--- config.mk ---
export PLATFORM = sky130hd
export DESIGN_NAME = rot_cmd_feeder_amisha
export DESIGN_NICKNAME = d
export VERILOG_FILES = /design/src/rtl/rot_cmd_feeder_amisha.sv
export SDC_FILE = /design/constraint.sdc
export NUM_CORES = 1
export LEC_CHECK = 0
export BUFFER_PORTS_ARGS = -buffer_cell sky130_fd_sc_hd__buf_2
export CORE_MARGIN = 3
export CORE_UTILIZATION = 50
export DETAILED_ROUTE_END_ITERATION = 6
export PLACE_DENSITY = 0.81
export SYNTH_ARGS = -nofsm -noshare
export SYNTH_HDL_FRONTEND = slang
export SYNTH_SLANG_ARGS = --single-unit
--- constraint.sdc ---
create_clock -name clk_amisha -period 2 [get_ports clk_amisha]
set_input_delay 0 -clock clk_amisha [delete_from_list [all_inputs] [get_ports clk_amisha]]
set_output_delay 0 -clock clk_amisha [all_outputs]
set_load 0.005 [all_outputs]
--- src/rtl/rot_cmd_feeder_amisha.sv ---
// ---------------------------------------------------------------------------
// rot_cmd_feeder_amisha
//
// Command front-end for an external 8-bit combinational rotate-right shifter.
// Rotate commands arrive on a valid/ready stream and are buffered in a small
// FIFO. A three-state controller (IDLE -> EXEC -> HOLD) takes one command at
// a time, drives the shifter's data/amount inputs from registers, captures
// the shifter result and presents it on a valid/ready output stream.
// A sweep command produces eight results, one for each amount 0..7, and
// marks only the final one with out_last.
//
// Parameters:
//   DEPTH            command FIFO entries (power of 2, >= 2)
//
// Ports:
//   clk_amisha       in   clock, rising edge
//   rst_n_amisha     in   asynchronous active-low reset
//   in_valid_amisha  in   command valid
//   in_ready_amisha  out  command accepted when valid && ready
//   in_data_amisha   in   [7:0] byte to rotate
//   in_amt_amisha    in   [2:0] rotate amount (ignored for sweep)
//   in_sweep_amisha  in   1 = sweep amounts 0..7
//   sh_a_amisha      out  [7:0] shifter data input (registered)
//   sh_amt_amisha    out  [2:0] shifter amount input (registered)
//   sh_y_amisha      in   [7:0] shifter result (combinational)
//   out_valid_amisha out  result valid
//   out_ready_amisha in   downstream ready
//   out_data_amisha  out  [7:0] rotated byte
//   out_amt_amisha   out  [2:0] amount used for out_data
//   out_last_amisha  out  final result of a command
//   done_cnt_amisha  out  [15:0] completed-handshake counter
//                         (present only when ROT_CNT_EN is defined)
//
// Build options:
//   ROT_CNT_EN       when defined, adds done_cnt_amisha, a wrapping 16-bit
//                    count of out_valid && out_ready handshakes.
// ---------------------------------------------------------------------------
module rot_cmd_feeder_amisha #(
    parameter int DEPTH = 4
) (
    input  logic        clk_amisha,
    input  logic        rst_n_amisha,
    input  logic        in_valid_amisha,
    output logic        in_ready_amisha,
    input  logic [7:0]  in_data_amisha,
    input  logic [2:0]  in_amt_amisha,
    input  logic        in_sweep_amisha,
    output logic [7:0]  sh_a_amisha,
    output logic [2:0]  sh_amt_amisha,
    input  logic [7:0]  sh_y_amisha,
    output logic        out_valid_amisha,
    input  logic        out_ready_amisha,
    output logic [7:0]  out_data_amisha,
    output logic [2:0]  out_amt_amisha,
    output logic        out_last_amisha
`ifdef ROT_CNT_EN
    ,
    output logic [15:0] done_cnt_amisha
`endif
);

    localparam int AW = $clog2(DEPTH);
    localparam int CW = AW + 1;

    typedef struct packed {
        logic       sweep;
        logic [2:0] amt;
        logic [7:0] data;
    } cmd_t;

    typedef enum logic [1:0] {
        S_IDLE,
        S_EXEC,
        S_HOLD
    } state_t;

    // -----------------------------------------------------------------------
    // Command FIFO
    // -----------------------------------------------------------------------
    cmd_t            r_mem [DEPTH];
    logic [AW-1:0]   r_wr_ptr;
    logic [AW-1:0]   r_rd_ptr;
    logic [CW-1:0]   r_count;

    state_t          r_state;
    logic            r_sweep;

    logic            w_full;
    logic            w_empty;
    logic            w_push;
    logic            w_pop;
    cmd_t            w_head;
    cmd_t            w_in_cmd;

    assign w_full   = (r_count == CW'(DEPTH));
    assign w_empty  = (r_count == '0);

    // Held low during reset so no command can slip in while state is cleared.
    assign in_ready_amisha = rst_n_amisha && !w_full;

    assign w_push   = in_valid_amisha && in_ready_amisha;
    // The controller only takes a new command when it is idle.
    assign w_pop    = (r_state == S_IDLE) && !w_empty;

    assign w_in_cmd = '{sweep: in_sweep_amisha, amt: in_amt_amisha, data: in_data_amisha};
    assign w_head   = r_mem[r_rd_ptr];

    // NOTE: the storage array carries no reset; occupancy and pointers define
    // which entries are meaningful, so clearing the payload would only cost
    // reset fan-out.
    always_ff @(posedge clk_amisha) begin
        if (w_push) begin
            r_mem[r_wr_ptr] <= w_in_cmd;
        end
    end

    // NOTE: all state registers use non-blocking assignments so every
    // register samples pre-edge values, independent of statement order.
    always_ff @(posedge clk_amisha or negedge rst_n_amisha) begin
        if (!rst_n_amisha) begin
            r_wr_ptr <= '0;
            r_rd_ptr <= '0;
            r_count  <= '0;
        end else begin
            // DEPTH is a power of 2, so natural pointer overflow wraps modulo DEPTH.
            if (w_push) begin
                r_wr_ptr <= r_wr_ptr + AW'(1);
            end
            if (w_pop) begin
                r_rd_ptr <= r_rd_ptr + AW'(1);
            end
            case ({w_push, w_pop})
                2'b10:   r_count <= r_count + CW'(1);
                2'b01:   r_count <= r_count - CW'(1);
                default: r_count <= r_count;
            endcase
        end
    end

    // -----------------------------------------------------------------------
    // Controller: IDLE loads the shifter inputs, EXEC gives the combinational
    // shifter a full cycle before its result is captured, HOLD presents the
    // result until the downstream handshake.
    // -----------------------------------------------------------------------
    always_ff @(posedge clk_amisha or negedge rst_n_amisha) begin
        if (!rst_n_amisha) begin
            r_state          <= S_IDLE;
            r_sweep          <= 1'b0;
            sh_a_amisha      <= '0;
            sh_amt_amisha    <= '0;
            out_valid_amisha <= 1'b0;
            out_data_amisha  <= '0;
            out_amt_amisha   <= '0;
            out_last_amisha  <= 1'b0;
        end else begin
            case (r_state)
                S_IDLE: begin
                    if (w_pop) begin
                        sh_a_amisha   <= w_head.data;
                        // A sweep always starts at amount 0; its in_amt is ignored.
                        sh_amt_amisha <= w_head.sweep ? 3'd0 : w_head.amt;
                        r_sweep       <= w_head.sweep;
                        r_state       <= S_EXEC;
                    end
                end

                S_EXEC: begin
                    out_data_amisha  <= sh_y_amisha;
                    out_amt_amisha   <= sh_amt_amisha;
                    out_last_amisha  <= !r_sweep || (sh_amt_amisha == 3'd7);
                    out_valid_amisha <= 1'b1;
                    r_state          <= S_HOLD;
                end

                S_HOLD: begin
                    if (out_ready_amisha) begin
                        out_valid_amisha <= 1'b0;
                        if (r_sweep && (sh_amt_amisha != 3'd7)) begin
                            sh_amt_amisha <= sh_amt_amisha + 3'd1;
                            r_state       <= S_EXEC;
                        end else begin
                            r_state       <= S_IDLE;
                        end
                    end
                end

                default: begin
                    r_state <= S_IDLE;
                end
            endcase
        end
    end

`ifdef ROT_CNT_EN
    // -----------------------------------------------------------------------
    // Handshake counter; wraps naturally at 16 bits.
    // -----------------------------------------------------------------------
    logic [15:0] r_done_cnt;

    always_ff @(posedge clk_amisha or negedge rst_n_amisha) begin
        if (!rst_n_amisha) begin
            r_done_cnt <= '0;
        end else if (out_valid_amisha && out_ready_amisha) begin
            r_done_cnt <= r_done_cnt + 16'd1;
        end
    end

    assign done_cnt_amisha = r_done_cnt;
`endif

endmodule

* Word level (Yosys, flattened, before mapping) *
Memory sizes are Yosys's and may differ from the RTL's.
Index checks and enable logic that the tools add are counted.

operators by class
  add/subtract/negate cells = 5
  equal/unequal tests = 10
  mux-type cells = 14
  reductions and logical operators = 17

operators with widths
  operator               number
  $mux W3                4
  $pmux W3 S2            2
  $add A3 B1 Y3 const B  2
  $eq A3 B3 Y1 const B   2
  $ne A2 B2 Y1 const B   3
  $pmux W2 S3            1
  $reduce_and A2 Y1      3
  $reduce_bool A2 Y1     3
  $add A2 B1 Y2 const B  2
  $eq A2 B1 Y1 const B   2
  $eq A2 B2 Y1 const B   2
  $logic_and A1 B1 Y1    4
  $mux W1                4
  $mux W2                2
  $reduce_and A4 Y1      1
  $logic_not A1 Y1       3
  $logic_not A3 Y1       1
  $ne A3 B3 Y1 const B   1
  $sub A3 B1 Y3 const B  1
  $logic_not A2 Y1       1
  $pmux W1 S2            1
  $logic_or A1 B1 Y1     1

storage, ports and cells
  register bits after elaboration = 34
  RAM bits = 48
  input port bits = 24
  output and inout port bits = 25
  word-level logic and storage cells = 58
  memories kept = 1

memory list
  name   depth  width  rd ports  clocked after memory_dff  write ports  RTL line  source
  r_mem  4      12     1         0                         1            80        cmd_t r_mem [DEPTH];

* Longest topological paths before layout *
  depth in word-level cells = 6
  gate-level depth with buffers = 11
  depth with buffers taken out = 9

* Worst setup path before layout *
Ideal clock, no wire load.

  path type = register to register
  start = register r_state[1]
  end = register r_count[2]
  setup time = 80 ps
  arrival = 1911 ps
  required time = 1920 ps
  path slack = 9 ps
  cell stages (with the launch flop) = 11
  path buffers = 1
  period minus slack after synthesis = 1991 ps
  path through = dfrtp_1 -> nor2_1 -> nand2_1 -> buf_6 -> inv_1 -> ha_1 -> inv_1 -> fa_1 -> xor2_1 -> nor2_1 -> xnor2_1

between the ends
  longest elaborated chain between the ends = 4
  elaborated cells on any way between the ends = 6
  those cells by class = 2 x eq/ne; 1 x mux; 3 x reduce/logical

ends and longest elaborated chain
  item                                                      RTL line  source
  from (decl)                                               85        state_t r_state;
  from (signal assigned)                                    147       r_state <= S_IDLE;
  from (signal assigned)                                    163       r_state <= S_EXEC;
  from (signal assigned)                                    172       r_state <= S_HOLD;
  $logic_not A2 Y1 *                                        103       assign w_pop = (r_state == S_IDLE) && !w_empty;
  $logic_and A1 B1 Y1 *                                     103
  named net w_pop                                           91        logic w_pop;
  $eq A2 B1 Y1 / $eq A2 B2 Y1 (equally long branches)       132       case ({w_push, w_pop})
  $pmux W3 S2 / $reduce_bool A2 Y1 (equally long branches)  -
  to (signal assigned)                                      133       2'b10: r_count <= r_count + CW'(1);
  to (signal assigned)                                      134       2'b01: r_count <= r_count - CW'(1);
  to (signal assigned)                                      135       default: r_count <= r_count;
  to (decl)                                                 83        logic [CW-1:0] r_count;

Mark *: on every way through the listed nets, which the timed path passes. The rest lies on a longest branch.
A chain may end at the register's enable or synchronous reset.

* Worst setup path in the final report *
  start = register r_count[1]
  end = register r_count[2]

between the ends
  longest elaborated chain between the ends = 6
  elaborated cells on any way between the ends = 13
  those cells by class = 2 x add/sub; 3 x eq/ne; 1 x mux; 7 x reduce/logical

ends and longest elaborated chain
  item                                                      RTL line  source
  $eq A3 B3 Y1                                              95        assign w_full = (r_count == CW'(DEPTH));
  $logic_not A1 Y1                                          99        assign in_ready_amisha = rst_n_amisha && !w_full;
  $logic_and A1 B1 Y1                                       99
  $logic_and A1 B1 Y1                                       101       assign w_push = in_valid_amisha && in_ready_amisha;
  $eq A2 B1 Y1 / $eq A2 B2 Y1 (equally long branches)       132
  $pmux W3 S2 / $reduce_bool A2 Y1 (equally long branches)  -

Several ways; a longest one is shown, not always the timed one.

==> summary.md <==
| Metric | Value |
|---|---|
| Die area | 7590 µm² |
| Ports | 49 |
| Crit start category | register |
| # port buffers | 48 |
| First-pass GRT wire length | just over 9000 µm |
| VDD IR max | 760 µV |
| Global Route met3 Usage | 3.50% |
| Clk buf depth | 2 |
| Async S/R FF share, synth | 41.5% |
| Max FO, Critical Path | 4 |
| Tcrit/Tclk final | 97.7% |
| Syn Inst Count | 181 |
| Finished Layout Cells | 347 |
| CTS sink count | 82 |
| CP Data Required Time | about 2300 ps |
| Syn. warnings | 0 |
| Via Count | 1823 |
| Clock Latency Late Sink | about 340 ps |
| FMAX | 0.512 GHz |
| Max Cap Violations | 0 |
| Yosys top cell area share | between 40% and 50% |
| Drt pass-1 iters | 4 |
| Post-cts sizing count | 0 |
| Vias/cell | 5.25 |
| Critical path endpoint category | register |
| #FFs+latches synth | 82 |
| Relative slew slack | 56.3% |
| Nets | 299 |
| Placer congestion estimate | 0.747 |
| Max-slew violation count | 0 |
| H-tree depth | 3 |
| Clock transition at path regs | approximately 70 ps |
| Initial core utilization | 53.7% |
| Power Density | 1440 nW/µm² |
| GRT Util Overall | around 16% |
| Final count of hold timing violations | 0 |
| Pin count of the biggest net entering global routing | 36 |
| Total grt overflow | 0 |
| # diodes | 0 |
| Row count | 28 |
| Die span in x | 87.1 µm |
| CTS tree | built |
| CP peak stage delay | around 400 ps |
| Slowest CP cell | dfrtp_1 |
| Routed Antenna Nets | 0 |
| Routed len/inst | 16.2 µm |
| Initial drt markers | between 40 and 50 |
| Setup Viol. Count Final | 0 |
| Die extent in y | 87.1 µm |
| Met2 global-route usage | between 20% and 30% |
| Family with the most delay on the worst path | adder cells |
| Placed wire-length estimate | between 3000 and 4000 µm |
| CP dominant cell by count | inv_1 |
| Critical Path, Cell by Cell | o311a_1 > inv_1 > ha_1 > inv_1 > fa_1 > xor2_1 > nor2_1 > xnor2_1 |
| Worst Max-Slew Pin Slew | 656 ps |
| Final Util | 67.0% |
| CP arrival | 2200 ps |
| Min-Delay Path Class | input pin to register |
| Status | finished clean |
| DRC viols | 0 |
| Synth top cells by count | edfxtp_1, dfrtp_1, mux2_2 |
| Area of the multi-input gates | 901 µm² |
| GR Util met1 | 20.7% |
| Total area of sequential cells | 2290 µm² |
| Share of layout cells above drive strength 1 | 38.6% |
| Yosys top cell by area | edfxtp_1 |
| Register area share after synthesis | a little over two thirds |
| Routed wire length | approximately 5600 µm |
| Number of flops mapped to enable cells by yosys | 48 |
| # fillers | 425 |
| Vias in the first global route | 1900 |
| Yosys cell types | 33 |
| GRT busiest layer | met2 |
| Ys flop type | edfxtp_1 |
| Mapped Area | 3290 µm² |
| Dpl cells | 307 |
| Root buf cell | clkbuf_8 |
| Avg Cell Area, Syn | between 15 and 20 µm² |
| CP Class | register to register |
| Net Count, Synth | 213 |
| Top-count cell post-synth | edfxtp_1 |
| Core area | just over 6000 µm² |
| Leak Pwr | 1.67 nW |
| Layout area overhead | 24.8% |
| Largest cells by area after synthesis | edfxtp_1, dfrtp_1, mux2_2 |
| Skew final | 13.7 ps |
| Initial antenna violation count | 0 |
| CTS buffer count | 9 |
| Buf+Inv Stages, Crit Path | 2 |
| Minimum clock period | 1950 ps |
final timing paths:
check	endpoint	cells after the start	slack [ps]	from
worst max-delay path	r_count[2]	8	50	r_count[1]
worst min-delay path	r_wr_ptr[0]	5	250	in_valid_amisha
worst max register to register	r_count[2]	8	50	r_count[1]
worst min register to register	out_data_amisha[7]	1	500	out_data_amisha[7]
max in group asynchronous	r_count[1]	3	1410	rst_n_amisha
min in group asynchronous	out_data_amisha[5]	3	270	rst_n_amisha
per-layer routing:
layer / part of all wire, % / routed length (µm)
met3: 3.6 / 201
met4: 1.4 / 81
met1: 43 / 2430
met2: 52 / 2890
met5: 0 / 0
final cells by class:
cell class                 count  area share, %
clock inverter                 5           2.07
tap                           75           2.29
multi-input combinational     81           21.9
inverter                      11           1.01
clock buffer                  11           3.44
sequential                    82           55.8
timing repair buffer          82           13.4
layout by cell type, fill, tap and decap left out, types with 2 or more instances in the layout:
cell	count
a221oi_1	2
a31oi_1	3
and2_1	4
buf_2	48
buf_4	12
bufinv_16	2
clkbuf_8	10
dfrtp_1	34
dlygate4sd3_1	22
edfxtp_1	48
ha_1	7
inv_1	11
mux2_2	21
mux4_1	4
mux4_2	8
nand2_1	3
nand3_1	3
nand3b_1	2
nor2_1	4
nor2b_1	2
xnor2_1	5
power by group:
group	internal [W]	total [W]	leakage (nW)	switching, W
Combinational	0.00116	0.00210	0.721	0.000938
Sequential	0.00228	0.00251	0.834	0.000234
Clock	0.000744	0.00132	0.110	0.000574
Total	0.00419	0.00593	1.67	0.00175
logic make-up after synthesis:
family / share of synthesized area [%]
AOI/OAI and AO/OA: 2.74
DFF: 69.7
buffers and inverters: 2.93
xor gates and xnor gates: 1.60
and+or+nand+nor: 3.61
muxes: 16.2
adders and majority gates: 3.27
flip-flops by register name, indices dropped and copies added (netlist names):
signal,flops
r_mem,48
out_data_amisha,8
sh_a_amisha,8
out_amt_amisha,3
r_count,3
sh_amt_amisha,3
r_rd_ptr,2
r_state,2
r_wr_ptr,2
out_last_amisha,1
out_valid_amisha,1
r_sweep,1
worst register-to-register path: cells and delay by family, from the launching register on:
family / cells / cell delay (ps)
adder cells (fa/ha/maj): 2 / 550
flip-flops: 1 / 410
AO/OA/AOI/OAI: 1 / 360
XOR/XNOR: 2 / 290
buffers and inverters: 2 / 120
AND/OR/NAND/NOR: 1 / 120
through the flow:
stage	hold WS (ps)	cell area, µm²	setup TNS [ps]	setup WS, ps	total power (W)
2_1_floorplan	-296	3290	0	8.89	0.00397
3_3_place_gp	111	3640	0	158	0.00452
3_5_place_dp	114	3640	0	57.8	0.00462
4_1_cts	156	4090	0	38.5	0.00597
5_1_grt	288	4110	-6.31	-6.31	0.00631
6_report	249	4110	0	45.4	0.00593
repair_timing:
item                                    4_1_cts  5_1_grt
endpoints found under the hold margin        92        0
endpoints found under the setup margin        0        1
setup buffers                                 0        2
hold buffers                                 22        0
(Power assumes the default switching activity.)
